`config.mk`:
```
export PLATFORM = sky130hd
export DESIGN_NAME = ciphertext_collector
export DESIGN_NICKNAME = d
export VERILOG_FILES = /design/src/rtl/ciphertext_collector.sv
export SDC_FILE = /design/constraint.sdc
export NUM_CORES = 1
export LEC_CHECK = 0
export ABC_AREA = 1
export BUFFER_PORTS_ARGS = -buffer_cell sky130_fd_sc_hd__buf_2
export CAP_MARGIN = 20
export CORE_AREA = 4 4 106 108
export CTS_CLUSTER_DIAMETER = 150
export CTS_CLUSTER_SIZE = 10
export DETAILED_ROUTE_END_ITERATION = 10
export DIE_AREA = 0 0 110 112
export PLACE_DENSITY = 0.83
export SLEW_MARGIN = 20
export SYNTH_ARGS = -nofsm -noshare
export SYNTH_HDL_FRONTEND = slang
export SYNTH_SLANG_ARGS = --single-unit
export TNS_END_PERCENT = 5
```
`constraint.sdc`:
```
create_clock -name clk -period 2 [get_ports clk]
set_clock_uncertainty 0.15 [all_clocks]
set_input_delay 0.1 -clock clk [delete_from_list [all_inputs] [get_ports clk]]
set_output_delay 0.1 -clock clk [all_outputs]
set_load 0.02 [all_outputs]
```
`src/rtl/ciphertext_collector.sv`:
```
// Rebuilds MSB-first serial ciphertext words from a data/flag pair and checks frame length.
// Word and error pulses update on the edge sampling flag low; one-deep output buffer, overrun drops new word.
module ciphertext_collector #(
    parameter int MSG_SIZE = 64,
    parameter int CNT_W    = $clog2(MSG_SIZE) + 1
) (
    input  logic                clk,
    input  logic                rst,
    input  logic                ena,
    input  logic                iData_in,
    input  logic                iData_flag,
    input  logic                iReady,
    output logic [MSG_SIZE-1:0] oData,
    output logic                oValid,
    output logic [CNT_W-1:0]    oBit_counter,
    output logic                oErr_short,
    output logic                oErr_long,
    output logic                oErr_overrun,
    output logic [7:0]          oFrame_count
);

    typedef enum logic [1:0] {
        IDLE = 2'd0,
        RECV = 2'd1,
        LONG = 2'd2
    } state_t;

    localparam logic [CNT_W-1:0] FULL = CNT_W'(MSG_SIZE);

    state_t              state;
    state_t              state_nxt;
    logic [MSG_SIZE-1:0] shreg;
    logic [MSG_SIZE-1:0] shreg_nxt;
    logic [CNT_W-1:0]    cnt_nxt;
    logic                good_frame;
    logic                short_nxt;
    logic                long_nxt;
    logic                commit;
    logic                overrun_nxt;
    logic                valid_nxt;

    always_comb begin
        state_nxt  = state;
        shreg_nxt  = shreg;
        cnt_nxt    = oBit_counter;
        good_frame = 1'b0;
        short_nxt  = 1'b0;
        long_nxt   = 1'b0;
        case (state)
            IDLE: begin
                if (iData_flag) begin
                    // Clear stale bits so a new frame never inherits the previous word.
                    shreg_nxt = {{(MSG_SIZE-1){1'b0}}, iData_in};
                    cnt_nxt   = CNT_W'(1);
                    state_nxt = RECV;
                end
            end
            RECV: begin
                if (iData_flag) begin
                    if (oBit_counter < FULL) begin
                        shreg_nxt = {shreg[MSG_SIZE-2:0], iData_in};
                        cnt_nxt   = oBit_counter + CNT_W'(1);
                    end else begin
                        state_nxt = LONG;
                    end
                end else begin
                    if (oBit_counter == FULL) begin
                        good_frame = 1'b1;
                    end else begin
                        short_nxt = 1'b1;
                    end
                    cnt_nxt   = '0;
                    state_nxt = IDLE;
                end
            end
            LONG: begin
                if (!iData_flag) begin
                    long_nxt  = 1'b1;
                    cnt_nxt   = '0;
                    state_nxt = IDLE;
                end
            end
            default: begin
                cnt_nxt   = '0;
                state_nxt = IDLE;
            end
        endcase
    end

    // An accept on the commit edge frees the buffer in time for the new word.
    assign commit      = good_frame & (~oValid | iReady);
    assign overrun_nxt = good_frame & ~commit;
    assign valid_nxt   = commit | (oValid & ~iReady);

    always_ff @(posedge clk) begin
        if (rst) begin
            state        <= IDLE;
            shreg        <= '0;
            oBit_counter <= '0;
            oData        <= '0;
            oValid       <= 1'b0;
            oErr_short   <= 1'b0;
            oErr_long    <= 1'b0;
            oErr_overrun <= 1'b0;
            oFrame_count <= 8'd0;
        end else if (ena) begin
            state        <= state_nxt;
            shreg        <= shreg_nxt;
            oBit_counter <= cnt_nxt;
            oValid       <= valid_nxt;
            oErr_short   <= short_nxt;
            oErr_long    <= long_nxt;
            oErr_overrun <= overrun_nxt;
            if (commit) begin
                oData        <= shreg;
                oFrame_count <= oFrame_count + 8'd1;
            end
        end
    end

endmodule

```
==> impl_metrics.toml <==
[logic_synthesis]
syn_avg_cell_area_um2 = 7.64
yosysSeqAreaShare_pct = 52.7
synth_fa_ha_area_share_pct = 0.663
syn_nets = 750
syn_area_um2 = 5660
synthXorXnorAreaFrac_pct = 0
syn_inst = 741
synth.largest_area_cell = "dfxtp_1"
synth-simple-area-share_pct = 26.7
synth_edf_count = 0
synth_seq_cells = 149
synth.area.top_cells = "dfxtp_1 (53%), nor2_1 (11%), nand2_1 (7.5%)"
yosysWarnings = 0
synth_top_family_by_area = "simple AND/OR/NAND/NOR gates"
synth_compound_area_share_pct = 12.8
synthMuxAreaShare_pct = 0
synthFlopType = "dfxtp_1"
synthArstFlopShare_pct = 0
yosysTopAreaCellShare_pct = 52.7
synth.distinct_cells = 22

[place]
place_ws_ns = 0.0816
dp_hpwl_um = 8080
portBuffers = 88
gp_congestion = 0.888

[timing]
finalSetupViolations = 0
tightest_slew_ns = 0.648
hold_viol = 0
min_period_ns = 1.89
layout_setup_ws_ns = 0.114
slew_headroom_pct = 56.8
setup_tns_ns = 0
grt_setup_unrepaired = "false"
drv_slew = 0
fmax_mhz = 530
fin_crit_sh_pct = 94.3

[final_layout]
drive_gt1_share_pct = 17.3
mostFrequentLayoutCells = "nor2_1 (159), dfxtp_1 (149), nand2_1 (113), buf_2 (88), nand3_1 (77)"
final_nets = 827
final_common_cell = "nor2_1"
num_antenna_cells = 0
utilization_pct = 67.4
nFillCells = 856
area_delta_synth_final_pct = 21.9

[grt]
grt_antenna_before_repair = 0
grt_max_degree = 74
grt.total_usage_pct = 21.4
grt-ovfl-total = 0
grt_pass1_wl_um = 21400
grt_pass1_vias = 4731

[drt]
drtIter0Drc = 401
post-route-drc-count = 0
vias = 5148
wl_met1_um = 5520
dr_wl_met2_um = 6450
met3WireLength_um = 629
wl_um = 12800
avgRoutedWirePerCell_um = 13.3
viasPerCell = 5.32
top_layer = "met4"
ant_nets = 0
dr.pass1.iters = 6

[status]
status = "complete, no violations"

[die]
row_count = 37
die_h_um = 112
initial_core_util_pct = 55.3
ios = 89
die_w_um = 110
coreArea_um2 = 10200
die-area_um2 = 12300

[power_and_ir_drop]
peakVddDrop_mv = 0.555
power.density_nw_per_um2 = 986
p_leak_uw = 0.00281

[clock_tree]
clk_path_buf_depth = 2
cts-htree-levels = 4
clk-insertion-delay-late_ns = 0.52
cts.sink_count = 149
path_clk_slew_ns = 0.06
cts_tree = "done"
post-cts-setup-buffers = 0
cts_root_buf = "clkbuf_8"
cts_buffers = 17

[worst_setup_path]
worstSetupPathType = "flip-flop to flip-flop"
critPathMaxFanout = 42
arrival_ns = 2.17
cp_data_required_time_ns = 2.28
start_kind = "flip-flop"
critPathCaptureType = "flip-flop"

[hold_path]
hold_path.class = "primary input to flip-flop"

[job]
maxCapViolCount = 0
power breakdown:
group | switching, µW | total [µW] | internal (µW) | leakage [µW]
Sequential | 10.4 | 2990 | 2980 | 0.00120
Clock | 1200 | 3500 | 2310 | 0.000322
Combinational | 230 | 311 | 80.3 | 0.00129
Total | 1440 | 6800 | 5370 | 0.00281
per-layer routing:
metal	GRT usage (%)	vias up
li1	-	2564
met1	26.9	2407
met2	34.9	155
met3	4.58	22
met4	9.39	0
met5	0	-
what timing repair did:
item | CTS | global route
endpoints found under the hold margin | 92 | 0
hold buffers | 7 | 0
setup endpoints to repair | 0 | 56
gates resized for setup | 0 | 3
worst max-delay path, cell delays in order (launching register included):
cell	delay, ns
dfxtp_1	0.38
inv_1	0.15
nand4_1	0.23
inv_2	0.12
buf_4	0.38
nand3_1	0.16
a21oi_1	0.23
through the flow:
step / std cells / area [µm²] / hold slack (ns) / total power [µW]
6_report: 967 / 6900 / 0.230 / 6800
2_1_floorplan: 741 / 5660 / 0.114 / 3280
3_3_place_gp: 928 / 6150 / 0.223 / 3350
5_1_grt: 967 / 6900 / 0.290 / 7050
4_1_cts: 967 / 6890 / 0.221 / 6850
3_5_place_dp: 928 / 6150 / 0.229 / 3350
final timing paths:
path / start / end / slack (ns) / cells after the start
worst max register to register: state[1] / shreg[6] / 0.11 / 6
worst min register to register: oData[6] / oData[6] / 0.32 / 2
worst min-delay path: iData_in / shreg[0] / 0.23 / 4
worst max-delay path: state[1] / shreg[6] / 0.11 / 6
kinds of logic after synthesis:
kind of cell             count (synthesis)
adder cells (fa/ha/maj)                  3
AND/OR/NAND/NOR                        363
AO/OA/AOI/OAI                          144
buffers and inverters                   82
flip-flops                             149
flip-flops by register name (all words and copies together), names as in the netlist:
name          count
oData            64
shreg            64
oFrame_count      8
oBit_counter      7
state             2
oErr_long         1
oErr_overrun      1
oErr_short        1
oValid            1
layout make-up:
class | instances | area [µm²] | share of cell area (%)
multi-input combinational | 510 | 2280 | 33.1
inverter | 31 | 116 | 1.69
tap | 136 | 170 | 2.47
clock buffer | 19 | 432 | 6.26
sequential | 149 | 2980 | 43.2
timing repair buffer | 109 | 686 | 9.94
clock inverter | 13 | 229 | 3.32
cells in the mapped netlist (3+ instances only):
cell / number
nor2_4: 3
buf_6: 11
nor2_1: 159
dfxtp_1: 149
nand4_1: 4
ha_1: 3
nand3_1: 78
clkbuf_1: 24
o21ai_0: 29
buf_1: 5
inv_1: 28
nand2_1: 113
o21ai_1: 40
inv_2: 3
a21oi_1: 74
buf_2: 10
No activity file was read; power rests on OpenSTA's default activity.
